**config.mk**
```make
export PLATFORM = sky130hd
export DESIGN_NAME = if_stage_buf_flat
export DESIGN_NICKNAME = d
export VERILOG_FILES = /design/src/rtl/if_stage_buf_if.sv /design/src/rtl/if_stage_buf.sv /design/src/flat_wrapper.sv
export SDC_FILE = /design/constraint.sdc
export NUM_CORES = 1
export LEC_CHECK = 0
export ABC_CLOCK_PERIOD_IN_PS = 5290
export CAP_MARGIN = 10
export CORE_MARGIN = 2
export CORE_UTILIZATION = 30
export CTS_BUF_LIST = sky130_fd_sc_hd__clkbuf_4
export CTS_CLUSTER_SIZE = 30
export DETAILED_ROUTE_END_ITERATION = 6
export PLACE_DENSITY = 0.46
export REMOVE_ABC_BUFFERS = 1
export SLEW_MARGIN = 20
export SYNTH_ARGS = -nofsm -noshare
export SYNTH_HDL_FRONTEND = slang
export SYNTH_SLANG_ARGS = --single-unit
```
**constraint.sdc**
```tcl
create_clock -name clk -period 5.29 [get_ports clk]
set_input_delay 1.058 -clock clk [delete_from_list [all_inputs] [get_ports clk]]
set_output_delay 1.058 -clock clk [all_outputs]
set_load 0.01 [all_outputs]
```
**src/rtl/if_stage_buf_if.sv**
```systemverilog
// Handshake bundle between the fetch stage, the instruction sram port and decode.
// master = fetch stage side, slave = memory/decode/redirect environment.
interface if_stage_buf_if;
  logic        ds_allowin;
  logic        fs_to_ds_valid;
  logic [64:0] fs_to_ds_bus;
  logic        br_taken;
  logic [31:0] br_target;
  logic        flush;
  logic [31:0] flush_target;
  logic        inst_sram_req;
  logic        inst_sram_wr;
  logic [1:0]  inst_sram_size;
  logic [3:0]  inst_sram_wstrb;
  logic [31:0] inst_sram_addr;
  logic [31:0] inst_sram_wdata;
  logic        inst_sram_addr_ok;
  logic        inst_sram_data_ok;
  logic [31:0] inst_sram_rdata;

  modport master (
    input  ds_allowin, br_taken, br_target, flush, flush_target,
           inst_sram_addr_ok, inst_sram_data_ok, inst_sram_rdata,
    output fs_to_ds_valid, fs_to_ds_bus, inst_sram_req, inst_sram_wr,
           inst_sram_size, inst_sram_wstrb, inst_sram_addr, inst_sram_wdata
  );

  modport slave (
    output ds_allowin, br_taken, br_target, flush, flush_target,
           inst_sram_addr_ok, inst_sram_data_ok, inst_sram_rdata,
    input  fs_to_ds_valid, fs_to_ds_bus, inst_sram_req, inst_sram_wr,
           inst_sram_size, inst_sram_wstrb, inst_sram_addr, inst_sram_wdata
  );
endinterface

```
**src/rtl/if_stage_buf.sv**
```systemverilog
// Instruction-fetch stage: issues in-order sram fetches, tracks the PCs in flight,
// buffers returned instructions for decode and drops responses made stale by redirects.
module if_stage_buf #(
  parameter logic [31:0] RESET_PC   = 32'h1c000000,
  parameter int          IBUF_DEPTH = 4
) (
  input  logic           clk,
  input  logic           resetn,
  if_stage_buf_if.master bus
);
  localparam int PW = $clog2(IBUF_DEPTH);
  localparam int CW = $clog2(IBUF_DEPTH + 1);
  localparam int OW = CW + 1;

  logic [31:0]   fetch_pc;
  logic          halt;
  logic [31:0]   pend_mem [IBUF_DEPTH];
  logic [PW-1:0] pend_wptr;
  logic [PW-1:0] pend_rptr;
  logic [CW-1:0] inflight;
  logic [CW-1:0] discard;
  logic [64:0]   ibuf_mem [IBUF_DEPTH];
  logic [PW-1:0] ib_wptr;
  logic [PW-1:0] ib_rptr;
  logic [CW-1:0] ib_count;

  logic [OW-1:0] occupancy;
  logic          has_room;
  logic          redirect;
  logic [31:0]   redirect_pc;
  logic          accept;
  logic          resp;
  logic          resp_push;
  logic          adef_push;
  logic          pop;
  logic [PW-1:0] adef_slot;

  // Stale requests still occupy a slot, so a full buffer can always absorb every response.
  assign occupancy   = OW'(inflight) + OW'(ib_count);
  assign has_room    = occupancy < OW'(IBUF_DEPTH);
  assign redirect    = bus.flush | bus.br_taken;
  assign redirect_pc = bus.flush ? bus.flush_target : bus.br_target;

  assign bus.inst_sram_req   = resetn && !halt && !redirect &&
                               (fetch_pc[1:0] == 2'b00) && has_room;
  assign bus.inst_sram_addr  = fetch_pc;
  assign bus.inst_sram_wr    = 1'b0;
  assign bus.inst_sram_size  = 2'd2;
  assign bus.inst_sram_wstrb = 4'b0000;
  assign bus.inst_sram_wdata = 32'h0;

  assign accept    = bus.inst_sram_req && bus.inst_sram_addr_ok;
  assign resp      = bus.inst_sram_data_ok;
  assign resp_push = resp && (discard == '0) && !redirect;
  assign adef_push = (fetch_pc[1:0] != 2'b00) && !halt && has_room && !redirect;
  assign pop       = bus.ds_allowin && bus.fs_to_ds_valid && !redirect;
  // A same-cycle response takes the first free slot; the ADEF record goes behind it.
  assign adef_slot = ib_wptr + PW'(resp_push);

  assign bus.fs_to_ds_valid = (ib_count != '0);
  assign bus.fs_to_ds_bus   = ibuf_mem[ib_rptr];

  always_ff @(posedge clk or negedge resetn) begin
    if (!resetn) begin
      fetch_pc  <= RESET_PC;
      halt      <= 1'b0;
      pend_wptr <= '0;
      pend_rptr <= '0;
      inflight  <= '0;
      discard   <= '0;
      ib_wptr   <= '0;
      ib_rptr   <= '0;
      ib_count  <= '0;
    end else begin
      if (accept) pend_wptr <= pend_wptr + 1'b1;
      if (resp)   pend_rptr <= pend_rptr + 1'b1;
      inflight <= inflight + CW'(accept) - CW'(resp);
      if (redirect) begin
        // Everything still outstanding after this cycle belongs to the old path.
        fetch_pc <= redirect_pc;
        halt     <= 1'b0;
        discard  <= inflight - CW'(resp);
        ib_wptr  <= '0;
        ib_rptr  <= '0;
        ib_count <= '0;
      end else begin
        if (accept)                      fetch_pc <= fetch_pc + 32'd4;
        if (adef_push)                   halt     <= 1'b1;
        if (resp && (discard != '0))     discard  <= discard - 1'b1;
        if (pop)                         ib_rptr  <= ib_rptr + 1'b1;
        ib_wptr  <= ib_wptr + PW'(resp_push) + PW'(adef_push);
        ib_count <= ib_count + CW'(resp_push) + CW'(adef_push) - CW'(pop);
      end
    end
  end

  always_ff @(posedge clk) begin
    if (accept)    pend_mem[pend_wptr] <= fetch_pc;
    if (resp_push) ibuf_mem[ib_wptr]   <= {1'b0, pend_mem[pend_rptr], bus.inst_sram_rdata};
    if (adef_push) ibuf_mem[adef_slot] <= {1'b1, fetch_pc, 32'h0};
  end
endmodule

```
**src/flat_wrapper.sv**
```systemverilog
// flat-port wrapper written by rule: the top's interface ports become plain ports
module if_stage_buf_flat 
#(
  parameter logic [31:0] RESET_PC   = 32'h1c000000,
  parameter int          IBUF_DEPTH = 4
)
  (clk, resetn, bus_ds_allowin, bus_br_taken, bus_br_target, bus_flush, bus_flush_target, bus_inst_sram_addr_ok, bus_inst_sram_data_ok, bus_inst_sram_rdata, bus_fs_to_ds_valid, bus_fs_to_ds_bus, bus_inst_sram_req, bus_inst_sram_wr, bus_inst_sram_size, bus_inst_sram_wstrb, bus_inst_sram_addr, bus_inst_sram_wdata);
  if_stage_buf_if bus_i ();
  input  logic clk;
  input  logic resetn;
  input wire logic [$bits(bus_i.ds_allowin)-1:0] bus_ds_allowin;
  input wire logic [$bits(bus_i.br_taken)-1:0] bus_br_taken;
  input wire logic [$bits(bus_i.br_target)-1:0] bus_br_target;
  input wire logic [$bits(bus_i.flush)-1:0] bus_flush;
  input wire logic [$bits(bus_i.flush_target)-1:0] bus_flush_target;
  input wire logic [$bits(bus_i.inst_sram_addr_ok)-1:0] bus_inst_sram_addr_ok;
  input wire logic [$bits(bus_i.inst_sram_data_ok)-1:0] bus_inst_sram_data_ok;
  input wire logic [$bits(bus_i.inst_sram_rdata)-1:0] bus_inst_sram_rdata;
  output wire logic [$bits(bus_i.fs_to_ds_valid)-1:0] bus_fs_to_ds_valid;
  output wire logic [$bits(bus_i.fs_to_ds_bus)-1:0] bus_fs_to_ds_bus;
  output wire logic [$bits(bus_i.inst_sram_req)-1:0] bus_inst_sram_req;
  output wire logic [$bits(bus_i.inst_sram_wr)-1:0] bus_inst_sram_wr;
  output wire logic [$bits(bus_i.inst_sram_size)-1:0] bus_inst_sram_size;
  output wire logic [$bits(bus_i.inst_sram_wstrb)-1:0] bus_inst_sram_wstrb;
  output wire logic [$bits(bus_i.inst_sram_addr)-1:0] bus_inst_sram_addr;
  output wire logic [$bits(bus_i.inst_sram_wdata)-1:0] bus_inst_sram_wdata;
  assign bus_i.ds_allowin = bus_ds_allowin;
  assign bus_i.br_taken = bus_br_taken;
  assign bus_i.br_target = bus_br_target;
  assign bus_i.flush = bus_flush;
  assign bus_i.flush_target = bus_flush_target;
  assign bus_i.inst_sram_addr_ok = bus_inst_sram_addr_ok;
  assign bus_i.inst_sram_data_ok = bus_inst_sram_data_ok;
  assign bus_i.inst_sram_rdata = bus_inst_sram_rdata;
  assign bus_fs_to_ds_valid = bus_i.fs_to_ds_valid;
  assign bus_fs_to_ds_bus = bus_i.fs_to_ds_bus;
  assign bus_inst_sram_req = bus_i.inst_sram_req;
  assign bus_inst_sram_wr = bus_i.inst_sram_wr;
  assign bus_inst_sram_size = bus_i.inst_sram_size;
  assign bus_inst_sram_wstrb = bus_i.inst_sram_wstrb;
  assign bus_inst_sram_addr = bus_i.inst_sram_addr;
  assign bus_inst_sram_wdata = bus_i.inst_sram_wdata;
  if_stage_buf #(.RESET_PC(RESET_PC), .IBUF_DEPTH(IBUF_DEPTH)) u_core (.clk(clk), .resetn(resetn), .bus(bus_i));
endmodule
```
==> flow_summary_export.csv <==
group,metric,value,unit
critical_path,cp.required,4.23,ns
timing,finalClockSkew,0.0456,ns
synthesis,syn-cell-area,0.0202,sq mm
cts,path_clk_slew,0.07,ns
global_routing,grt_pass1_vias,14801,
cells_and_area,layout_commonest_cell,"nand2_1",
critical_path,cpPeakStageDelay,0.73,ns
critical_path,crit_fanout,48,
critical_path,rrSetupSlack,1.85,ns
critical_path,crit_buf_inv,2,
cells_and_area,final_cell_mix,"nand2_1, edfxtp_1, clkbuf_4",
timing,slew_headroom,0.309,
cells_and_area,final_cells,3014,
placed_design,place_area,0.0228,sq mm
global_routing,grt_pass1_wl,93.3,mm
die,die-height,263,microns
synthesis,synth_xor_area_frac,0.00911,
drt,vias,14756,
cts,cts_root_buffer,"clkbuf_4",
timing,drv_slew,0,
synthesis,yosys_warnings,0,
placed_design,gp_congestion,0.731,
die,start_util,0.302,
die,io_pins,241,
drt,drtPass1Iterations,5,
die,die_w,263,microns
synthesis,synthMuxAreaShare,0.116,
timing,fmax,235,MHz
pwr,leakagePower,8.38,nW
die,core-area,0.0669,sq mm
die,rows,95,
critical_path,crit_family,"buffers and inverters",
drt,vias_per_cell,4.90,
run,max_cap_viol_count,0,
cts,htree_levels,3,
cts,holdBufCountCts,0,
cells_and_area,design_area,0.0245,sq mm
placed_design,port_buffers,201,
cts,cts.sinks,438,
synthesis,netlist_instances,1829,
cts,cts_tree,"done",
timing,setup_slack,1.04,ns
synthesis,synth_compound_area_frac,0.0940,
synthesis,yosys.cell_types.count,62,
global_routing,grt_usage,0.177,
cells_and_area,layout-drive-gt1-share,0.177,
global_routing,grt_max_degree,98,
critical_path,slowest_stage,"dfrtp_4",
global_routing,antenna_found_initial,3,
timing,fin_crit_sh,0.803,
die,dieArea,0.0694,sq mm
status,status,"completed",
timing,setup_viol,0,
synthesis,synth_simple_gate_area_share,0.141,
timing,final.setup.tns,0,ns
synthesis,synth_top_family_by_area,"simple AND/OR/NAND/NOR gates",
synthesis,synth_fa_ha_area_frac,0.0129,
critical_path,end_kind,"primary output",
drt,routed_wl,61.4,mm
synthesis,synth_top_flop_cell,"edfxtp_1",
drt,drtAntennaViolNets,0,
cells_and_area,regArea,0.0116,sq mm
pwr,peakVddDrop,0.128,mV
placed_design,pre_cts_ws,1.06,ns
drt,drc,0,
critical_path,worstSetupStartpointType,"register",
cells_and_area,nFillCells,6644,
pwr,power.total,8.98,mW
timing,rsz0062_at_grt,"no",
timing,hold_ws,0.374,ns
critical_path,path_cells,"buf_12 -> mux4_2 -> clkdlybuf4s50_1",
synthesis,yosysSeqAreaShare,0.574,
cells_and_area,area_growth,21.2,%
cts,cts_inserted_buffers,121,
synthesis,ys_seq_elements,438,
placed_design,hpwl,37.1,mm
cells_and_area,multi_input_area,0.00773,sq mm
placed_design,dp.cells,2786,
pwr,p_per_area,367,mW/mm^2
cells_and_area,utilization,0.366,
timing,worst_slew_pin_slew,1.04,ns
critical_path,critPathArrivalTime,3.19,ns
synthesis,synthArstFlopShare,0.114,
cts,postCtsSetupBuffers,0,
cells_and_area,finish.net_count,2158,
cts,clk_latency,0.87,ns
timing,min_period,4.25,ns
min_path,hp-class,"primary input to asynchronous set/reset pin",
drt,wl_per_cell,20.4,microns
cts,cts_resized,0,
synthesis,synth_edf_count,256,
critical_path,critical_path_class,"register to primary output",
synthesis,avgSynthCellArea,11.0,sq um
timing,hold_violations,0,
global_routing,gr-total-overflow,0,
cts,clockBufferDepth,3,
drt,first_iter_violations,1018,
[synth_stat cells (4+ instances only)]
library cell / n / area (sq um)
clkbuf_1: 57 / 214
a31oi_1: 6 / 37.5
edfxtp_1: 256 / 7690
inv_1: 14 / 52.6
o2bb2ai_1: 6 / 52.6
xor2_1: 10 / 87.6
nand2b_1: 7 / 43.8
nand2_1: 549 / 2060
and2_1: 5 / 31.3
a21oi_1: 150 / 751
and3_1: 8 / 50.1
nand4_1: 12 / 75.1
dfrtp_1: 47 / 1180
nand3_1: 17 / 85.1
buf_2: 60 / 300
nor2b_1: 7 / 43.8
mux4_2: 97 / 2180
nor2_1: 40 / 150
nor4_1: 5 / 31.3
clkbuf_2: 5 / 25.0
o21ai_1: 58 / 290
buf_4: 54 / 405
buf_1: 11 / 41.3
a21o_1: 6 / 45.0
dfxtp_1: 132 / 2640
mux2i_1: 14 / 140
a211oi_1: 8 / 60.1
xnor2_1: 11 / 96.3
o21ai_0: 99 / 495
or3_1: 4 / 25.0
ha_1: 16 / 200
[power by group]
| group | switching, mW | leakage [nW] | total [mW] | internal [mW] |
|---|---|---|---|---|
| combinational | 0.768 | 3.31 | 1.62 | 0.855 |
| clock | 1.45 | 0.983 | 3.20 | 1.74 |
| sequential | 0.317 | 4.09 | 4.16 | 3.84 |
| total | 2.54 | 8.38 | 8.98 | 6.44 |
[worst register-to-register path, stage by stage (launching register included)]
cell and delay [ns]:
dfrtp_1 0.39, inv_1 0.08, ha_1 0.16, nor2b_1 0.20
and3_1 0.37, ha_1 0.27, xor2_1 0.37, and3_4 0.24
buf_4 0.72, buf_4 0.42, a21oi_1 0.07
[final timing paths]
| check | from | endpoint | cells past startpoint |
|---|---|---|---|
| max | u_core.ib_rptr[0] | bus_fs_to_ds_bus[46] | 3 |
| min | resetn | u_core.ib_count[2] | 2 |
| max reg2reg | u_core.discard[0] | u_core.ibuf_mem[3][12] | 10 |
| min reg2reg | u_core.ibuf_mem[1][64] | u_core.ibuf_mem[1][64] | 1 |
| max in group asynchronous | resetn | u_core.ib_rptr[0] | 2 |
| min in group clk | u_core.ibuf_mem[1][64] | u_core.ibuf_mem[1][64] | 1 |
[area by class of cell]
| cell class | instances | share of cell area |
|---|---|---|
| clock buffer | 201 | 0.0617 |
| multi-input combinational | 1224 | 0.316 |
| antenna | 4 | 0.000409 |
| tap | 873 | 0.0446 |
| sequential | 438 | 0.474 |
| inverter | 16 | 0.00245 |
| timing repair buffer | 235 | 0.0961 |
| clock inverter | 23 | 0.00476 |
[layer usage]
metal  vias to the layer above  share of wire  global-route usage  wire length [microns]
met3                        87          0.056              0.0423                   3460
met4                         0          0.017              0.0483                   1020
li1                       6889              -                   -                      -
met2                       457           0.48               0.291                  29300
met5                         -              0                   0                      0
met1                      7323           0.45               0.233                  27600
[cell families after synthesis]
group                    Yosys count
AO/OA/AOI/OAI                    354
XOR/XNOR                          21
adder cells (fa/ha/maj)           19
buffers and inverters            204
flip-flops                       438
multiplexers                     113
other                              2
AND/OR/NAND/NOR                  678
[state kept, by name, summed over array words and instances (netlist names)]
signal / count
u_core.ib_count: 3
u_core.inflight: 3
u_core.pend_rptr: 2
u_core.discard: 3
u_core.halt: 1
u_core.pend_wptr: 2
u_core.ib_wptr: 2
u_core.pend_mem: 128
u_core.ib_rptr: 2
u_core.ibuf_mem: 260
u_core.bus.inst_sram_addr: 32
Note: power is estimated with default switching activity, not from simulation.
